**src/rtl/top_entity_pkg.sv**
```systemverilog
// Shared widths and the pipeline stage record for top_entity.
package top_entity_pkg;
  localparam int DATA_W      = 64;
  localparam int QUEUE_DEPTH = 4;
  localparam int NUM_OUTPUTS = 4;
  localparam int NUM_STAGES  = NUM_OUTPUTS + 1;
  localparam int PTR_W       = $clog2(QUEUE_DEPTH);

  typedef struct packed {
    logic              valid;
    logic [DATA_W-1:0] value;
  } stage_t;
endpackage

```
**src/rtl/event_queue.sv**
```systemverilog
// Event FIFO; push/pop are already-qualified operations from the caller.
module event_queue
  import top_entity_pkg::*;
(
  input  logic              clk,
  input  logic              rst,
  input  logic              push,
  input  logic              pop,
  input  logic [DATA_W-1:0] wdata,
  output logic [DATA_W-1:0] rdata,
  output logic              full,
  output logic              empty
);
  localparam logic [PTR_W:0] FULL_CNT = (PTR_W+1)'(QUEUE_DEPTH);

  logic [QUEUE_DEPTH-1:0][DATA_W-1:0] mem;
  logic [PTR_W-1:0]                   wptr, rptr;
  logic [PTR_W:0]                     count;

  assign full  = (count == FULL_CNT);
  assign empty = (count == '0);
  assign rdata = mem[rptr];

  always_ff @(posedge clk or negedge rst) begin
    if (!rst) begin
      mem   <= '0;
      wptr  <= '0;
      rptr  <= '0;
      count <= '0;
    end else begin
      if (push) begin
        mem[wptr] <= wdata;
        wptr      <= wptr + PTR_W'(1);
      end
      if (pop) rptr <= rptr + PTR_W'(1);
      // Simultaneous push/pop leaves occupancy unchanged.
      case ({push, pop})
        2'b10:   count <= count + (PTR_W+1)'(1);
        2'b01:   count <= count - (PTR_W+1)'(1);
        default: count <= count;
      endcase
    end
  end
endmodule

```
**src/rtl/top_entity.sv**
```systemverilog
// Event-paced increment chain: queue feeds S0, each later stage adds one.
module top_entity
  import top_entity_pkg::*;
(
  input  logic              clk,
  input  logic              rst,
  input  logic              en,
  input  logic [DATA_W-1:0] input_0,
  input  logic              new_input_0,
  output logic [DATA_W-1:0] output_0,
  output logic [DATA_W-1:0] output_1,
  output logic [DATA_W-1:0] output_2,
  output logic [DATA_W-1:0] output_3,
  output logic              output_0_aktv,
  output logic              output_1_aktv,
  output logic              output_2_aktv,
  output logic              output_3_aktv,
  output logic              q_push,
  output logic              q_pop,
  output logic              q_push_valid,
  output logic              q_pop_valid,
  output logic              pacing_in0,
  output logic              pacing_out0_0,
  output logic              pacing_out1_0,
  output logic              pacing_out2_0,
  output logic              pacing_out3_0
);
  logic              full, empty;
  logic [DATA_W-1:0] q_rdata;
  stage_t [NUM_STAGES-1:0] stg;

  assign q_push       = new_input_0 & en;
  assign q_pop        = en;
  assign q_pop_valid  = q_pop & ~empty;
  assign q_push_valid = q_push & (~full | q_pop_valid);

  event_queue u_queue (
    .clk   (clk),
    .rst   (rst),
    .push  (q_push_valid),
    .pop   (q_pop_valid),
    .wdata (input_0),
    .rdata (q_rdata),
    .full  (full),
    .empty (empty)
  );

  // Value registers only move on a valid beat so outputs hold between events.
  always_ff @(posedge clk or negedge rst) begin
    if (!rst) begin
      stg <= '0;
    end else if (en) begin
      stg[0].valid <= q_pop_valid;
      if (q_pop_valid) stg[0].value <= q_rdata;
      for (int k = 1; k < NUM_STAGES; k++) begin
        stg[k].valid <= stg[k-1].valid;
        if (stg[k-1].valid) stg[k].value <= stg[k-1].value + DATA_W'(1);
      end
    end
  end

  assign output_0      = stg[1].value;
  assign output_1      = stg[2].value;
  assign output_2      = stg[3].value;
  assign output_3      = stg[4].value;
  assign output_0_aktv = stg[1].valid;
  assign output_1_aktv = stg[2].valid;
  assign output_2_aktv = stg[3].valid;
  assign output_3_aktv = stg[4].valid;
  assign pacing_in0    = stg[0].valid;
  assign pacing_out0_0 = stg[1].valid;
  assign pacing_out1_0 = stg[2].valid;
  assign pacing_out2_0 = stg[3].valid;
  assign pacing_out3_0 = stg[4].valid;
endmodule

```
**config.mk**
```make
export PLATFORM = sky130hd
export DESIGN_NAME = top_entity
export DESIGN_NICKNAME = d
export VERILOG_FILES = /design/src/rtl/top_entity_pkg.sv /design/src/rtl/event_queue.sv /design/src/rtl/top_entity.sv
export SDC_FILE = /design/constraint.sdc
export NUM_CORES = 1
export LEC_CHECK = 0
export BUFFER_PORTS_ARGS = -buffer_cell sky130_fd_sc_hd__buf_2
export CAP_MARGIN = 20
export CELL_PAD_IN_SITES_DETAIL_PLACEMENT = 1
export CELL_PAD_IN_SITES_GLOBAL_PLACEMENT = 1
export CORE_AREA = 2 2 238 263
export CTS_CLUSTER_DIAMETER = 40
export DETAILED_ROUTE_END_ITERATION = 8
export DIE_AREA = 0 0 240 265
export PLACE_DENSITY_LB_ADDON = 0.1
export RECOVER_POWER = 100
export SETUP_SLACK_MARGIN = 0.1
export SLEW_MARGIN = 20
export SYNTH_ARGS = -nofsm -noshare
export SYNTH_HDL_FRONTEND = slang
export SYNTH_HIERARCHICAL = 1
export SYNTH_SLANG_ARGS = --single-unit
```
**constraint.sdc**
```tcl
create_clock -name clk -period 4.3 [get_ports clk]
set_input_delay 0.86 -clock clk [delete_from_list [all_inputs] [get_ports clk]]
set_output_delay 0.86 -clock clk [all_outputs]
set_load 0.005 [all_outputs]
```
After elaboration in Yosys (flattened, before gate mapping)
Cells that the tools add are included.
{ "word_totals": {"output_inout_bits": 269, "elab_cells": 51, "register_bits": 588} }
{ "op_classes": {"mux": 6, "add_sub_neg": 8, "n_lt_le_gt_ge": 3, "reduce_logical": 8, "bitwise": 6, "eq_ne": 3} }
{ "ops": {"columns": ["op", "count"], "rows": [
  ["$add 64x1->64 const B", 4],
  ["$bwmux 256", 1],
  ["$bmux 64 s2", 1],
  ["$demux 64 s2", 1],
  ["$mux 64", 2],
  ["$reduce_and 2->1", 5],
  ["$lt 2x3->1 const B", 2],
  ["$pmux 3 s2", 1],
  ["$add 2x1->2 const B", 2],
  ["$add 3x1->3 const B", 1],
  ["$and 1x1->1", 3],
  ["$eq 3x3->1 const B", 1],
  ["$logic_not 3->1", 1],
  ["$sub 3x1->3 const B", 1],
  ["$eq 2x1->1 const B", 1],
  ["$eq 2x2->1 const B", 1],
  ["$ge 2x1->1 const B", 1],
  ["$not 1->1", 2],
  ["$reduce_bool 2->1", 1],
  ["$logic_and 1x1->1", 1],
  ["$or 1x1->1", 1]
]} }

Longest topological paths before layout
{ "logic_depth": {"depth_word": 7, "ltp_mapped": 11, "mapped_depth_nobuf": 10} }

By module
Netlist, hierarchy kept.
{ "modules_own_cells": {"columns": ["mod", "seq_area_each_um2", "area_per_inst_um2", "n_inst", "cells_each"], "rows": [
  ["top_entity", 8132.8, 19242.2, 1, 2169],
  ["event_queue", 6581.3, 11508.5, 1, 651]
]} }

Worst setup path after synthesis
Ideal clock, no wire load.
{ "synth_timing": {"path_type": "input to register", "from": "input port en", "to": "register u_queue.count[2]", "path_stages": 9, "t_arrival_ps": 2720, "t_required_ps": 4221, "n_path_buf": 1, "path_slack_ps": 1500, "path_cell_list": "inv_1 > nor2_1 > clkbuf_1 > ha_1 > inv_1 > fa_1 > xor2_1 > nor2_1 > xor2_1"} }
{ "synth_between": {"elab_chain_len": 5, "word_cells_on_any_way": 8, "classes_between": "2 x eq/ne; 1 x mux; 4 x bitwise; 1 x reduce/logical"} }
{ "synth_rtl": {"columns": ["element", "line_no", "rtl"], "rows": [
  ["start: declaration", "top_entity.sv:7", "input logic en,"],
  ["$and 1x1->1 *", "top_entity.sv:34", "assign q_pop_valid = q_pop & ~empty;"],
  ["net q_pop_valid", "top_entity.sv:21", "output logic q_pop_valid,"],
  ["$or 1x1->1", "top_entity.sv:35", "assign q_push_valid = q_push & (~full | q_pop_valid);"],
  ["$and 1x1->1", "top_entity.sv:35", null],
  ["$eq 2x1->1 / $eq 2x2->1 (equally long branches)", "event_queue.sv:37", "case ({push, pop})"],
  ["$pmux 3 s2 / $reduce_bool 2->1 (equally long branches)", null, null],
  ["end signal: assignment", "event_queue.sv:38", "2'b10: count <= count + (PTR_W+1)'(1);"],
  ["end signal: assignment", "event_queue.sv:39", "2'b01: count <= count - (PTR_W+1)'(1);"],
  ["end signal: assignment", "event_queue.sv:40", "default: count <= count;"],
  ["end: declaration", "event_queue.sv:18", "logic [PTR_W:0] count;"]
]} }
Mark *: on every way through the listed nets, which the timed path passes. The rest lies on a longest branch.
A chain may end at the register's enable or synchronous reset.

Final worst setup path
{ "layout_timing": {"from": "register stg, in the netlist output_0[5]", "to": "register stg, in the netlist output_1[63]"} }
{ "layout_between": {"elab_chain_len": 1} }
{ "layout_rtl": {"columns": ["element", "line_no", "rtl"], "rows": [
  ["start: declaration", "top_entity.sv:30", "stage_t [NUM_STAGES-1:0] stg;"],
  ["$add 64x1->64", "top_entity.sv:57", "if (stg[k-1].valid) stg[k].value <= stg[k-1].value + DATA_W'(1);"]
]} }
Every way passes these cells.

==> results.toml <==
[clock_network]
post_cts.resized_instances = 0
h-tree-depth = 3
cts.clk_slew.worst_paths_ps = 50
clock_tree_from_tritoncts = "built"
clk_latency_ps = 650
tritoncts.num_buffers = 98
cts_hold_buf = 0
clock_sink_count = 588
cts.path.max_buffers = 3
cts_post_setup_buffers_inserted = 0
root_buffer = "clkbuf_16"

[yosys]
synth-seq-cells = 588
synth-main-ff-cell = "dfrtp_1"
postSynth.asyncResetShare = 1.00
yosys.cell_types.count = 56
mappedNetlistArea_sq_um = 30800
number_of_standard_cells_after_synthesis = 2820
synth-edff-count = 0
synthesis.area_per_instance_sq_um = 10.9
synth.net_count = 2898
yosysWarnings = 6
synth_seq_area_share = 0.478

[floorplanning]
die-width_um = 240
dieArea_sq_um = 63600
starting_utilization_of_the_core_area = 0.505
num_io_pins = 337
core_area_sq_um = 60900
die-height_um = 265
placementRows = 95

[placed_design]
detailed_place_hpwl_mm = 62.6
port_buffers = 336
globalplace.congestion = 0.916
post_dp_cell_area_sq_um = 31200
dp.cells = 3623
preCtsSetupSlack_ps = 1120

[critical_path]
worstPathArrival_ps = 4110
worst_setup_path_startpoint = "output_0[5]$_DFFE_PN0P_"
worst_setup_path_end_kind = "flop"
worst_path_max_delay_cell = "nor4_1"
critical_path.most_common_cell = "nand4_1"
timing_worst_setup_path_type = "reg -> reg"
path_cells = "nand4_1, nor4_1, clkbuf_1, nand4_1, or3_1, a31oi_1"
timing.rr.start = "output_0[5]$_DFFE_PN0P_"
critical_path.max_fanout = 10
critPathRequiredTime_ps = 4850
worst_setup_path_start_kind = "flop"
critical_path.max_stage_delay_ps = 1230

[grt]
grt-ovfl-total = 0
grt-busiest-layer = "met2"
grt_pass1_vias = 23400
grt_util_all_layers = 0.279
groute.layer.met1.usage = 0.347
grt.met2_usage = 0.481
number_of_antenna_violations_at_the_first_check_in_global_routing = 8
first_pass_grt_wire_length_mm = 138
largest_net_degree_at_the_start_of_global_routing = 102
grt_use_met3 = 0.0515

[cells_and_area]
post-route-util = 0.565
finish.instance_area_sq_um = 34400
synthesis_to_layout_area_growth_pct = 11.8
num-fill-cells = 6532
drive_gt1_frac = 0.249
final_net_count = 2977
final-instance-count-excl-fill = 3809

[power_and_ir_drop]
pwr-share-seq = 0.415
internal_power_mw = 17.8
vdd_ir_drop_max_mv = 0.486
power_frac_clock = 0.300
power.density_cell_area_nw_per_um2 = 811
combinationalPowerShare = 0.285
total_power_mw = 27.9
total_switching_power_mw = 10.1
cellLeakagePower_nw = 14.1
power.switching_fraction = 0.362

[sta]
worstMarginPinSlew_ps = 2820
fmax_mhz = 281
setup-violations-final = 0
unrepaired_setup_endpoints_after_global_routing = "no"
timing_max_transition_violations_final = 655
maxSlewHeadroom = -0.882
worst_slack_ps = 744
worst_clock_skew_ps = 26.6
final_period_minus_worst_setup_slack_ps = 3560
post-route-period-util = 0.827
setup-tns-final_ps = 0
timing_hold_violations_final = 0
fin_hold_ws_ps = 106

[worst_hold_path]
holdCritPathClass = "in -> async"

[routing]
route.detailed.wl_per_inst_um = 23.1
drt-total-wl_mm = 88.0
drt.antenna.violating_nets = 0
vias = 21800
drt_iter0_markers = 1184
routed_via_density = 5.71
remaining_drc_errors = 0
drt_pre_antenna_iters = 5

[job]
max_cap_viol_count = 11

[outcome]
failing_checks = "max-capacitance violations, max-slew violations"
status = "finished, violations left"
==> logic make-up after synthesis <==
family / synth area share
AO/OA/AOI/OAI: 0.0642
AND/OR/NAND/NOR: 0.151
flip-flops: 0.478
adder cells (fa/ha/maj): 0.00431
multiplexers: 0.164
XOR/XNOR: 0.0459
buffers and inverters: 0.0918
==> cells in the final DEF (no fill, tap or decap), types with 7 or more instances in the layout <==
| cell | instances |
|---|---|
| mux2_2 | 309 |
| xor2_1 | 100 |
| dfrtp_1 | 586 |
| inv_1 | 29 |
| or4_1 | 19 |
| clkbuf_2 | 9 |
| nand3_1 | 97 |
| clkbuf_1 | 202 |
| mux2i_1 | 9 |
| and3_1 | 55 |
| buf_2 | 155 |
| clkinv_4 | 12 |
| buf_4 | 12 |
| a21o_1 | 7 |
| nor4_1 | 39 |
| mux4_2 | 64 |
| nand2_1 | 283 |
| clkbuf_8 | 9 |
| nor3_1 | 26 |
| clkbuf_16 | 101 |
| o31ai_1 | 14 |
| ha_1 | 9 |
| a31oi_1 | 79 |
| bufinv_16 | 15 |
| xnor2_1 | 61 |
| or3_1 | 63 |
| nor2_1 | 127 |
| and4_1 | 40 |
| inv_6 | 15 |
| clkinvlp_4 | 13 |
| o21ai_0 | 226 |
| clkinv_2 | 9 |
| nand4_1 | 115 |
==> worst max-delay path: cells and delay by family (launching register included) <==
| kind | cells | cell delay (ps) |
|---|---|---|
| buffers and inverters | 1 | 480 |
| flip-flops | 1 | 450 |
| AND/OR/NAND/NOR | 4 | 2350 |
| AO/OA/AOI/OAI | 1 | 160 |
==> routing by layer <==
| metal | wire [um] | vias to the layer above |
|---|---|---|
| met4 | 2800 | 12 |
| met2 | 44300 | 441 |
| met5 | 72 | - |
| met3 | 4170 | 173 |
| li1 | - | 10100 |
| met1 | 36700 | 11000 |
==> cell type report <==
class / instances / area (sq um) / share of cell area
Multi-Input combinational cell: 1806 / 13200 / 0.384
Antenna cell: 2 / 5.00 / 0.000146
Clock buffer: 116 / 2670 / 0.0778
Tap cell: 824 / 1030 / 0.0300
Clock inverter: 68 / 898 / 0.0261
Inverter: 29 / 109 / 0.00317
Timing Repair Buffer: 376 / 1720 / 0.0501
Sequential cell: 588 / 14700 / 0.428
==> sequential cells by signal, summed over array words and instances, names as in the netlist <==
signal         cells
output_1          64
pacing_in0         1
output_2          64
stg               64
u_queue/mem      256
output_3_aktv      1
output_1_aktv      1
output_0          64
output_2_aktv      1
output_3          64
u_queue/rptr       2
output_0_aktv      1
u_queue/count      3
u_queue/wptr       2
==> power groups by stage <==
stage / Combinational (mW) / Clock, mW / Sequential (mW)
after floorplan: 7.12 / 0 / 10.1
after global placement: 7.80 / 0 / 11.3
after detailed placement: 8.13 / 0 / 11.6
after CTS: 8.26 / 8.52 / 11.5
after global routing: 8.72 / 8.77 / 12.0
final: 7.93 / 8.37 / 11.6
==> cells in the mapped netlist, types with 5 or more instances <==
| cell type | instances | area (sq um) |
|---|---|---|
| a21o_1 | 7 | 52.6 |
| a31oi_1 | 79 | 494 |
| and2_1 | 11 | 68.8 |
| and3_1 | 55 | 344 |
| and4_1 | 40 | 350 |
| buf_2 | 11 | 55.1 |
| buf_4 | 264 | 1980 |
| buf_6 | 29 | 327 |
| clkbuf_1 | 89 | 334 |
| dfrtp_1 | 588 | 14700 |
| ha_1 | 9 | 113 |
| inv_1 | 29 | 109 |
| mux2_2 | 313 | 3520 |
| mux2i_1 | 9 | 90.1 |
| mux4_2 | 64 | 1440 |
| nand2_1 | 279 | 1050 |
| nand3_1 | 97 | 485 |
| nand4_1 | 115 | 719 |
| nand4b_1 | 6 | 52.6 |
| nor2_1 | 128 | 480 |
| nor3_1 | 28 | 140 |
| nor4_1 | 36 | 225 |
| o21ai_0 | 226 | 1130 |
| o31a_1 | 5 | 43.8 |
| o31ai_1 | 14 | 105 |
| or3_1 | 63 | 394 |
| or4_1 | 19 | 143 |
| xnor2_1 | 61 | 534 |
| xor2_1 | 100 | 876 |
==> path summary, 6_finish.rpt <==
path / to / slack (ps) / depth (start not counted)
setup / recovery: output_1[63]$_DFFE_PN0P_ / 740 / 6
hold / removal: output_3[8]$_DFFE_PN0P_ / 110 / 1
setup reg to reg: output_1[63]$_DFFE_PN0P_ / 740 / 6
hold reg to reg: output_3[25]$_DFFE_PN0P_ / 470 / 2
max in group asynchronous: output_0[55]$_DFFE_PN0P_ / 1090 / 2
min in group clk: output_3[25]$_DFFE_PN0P_ / 470 / 2
(Power assumes the default switching activity.)
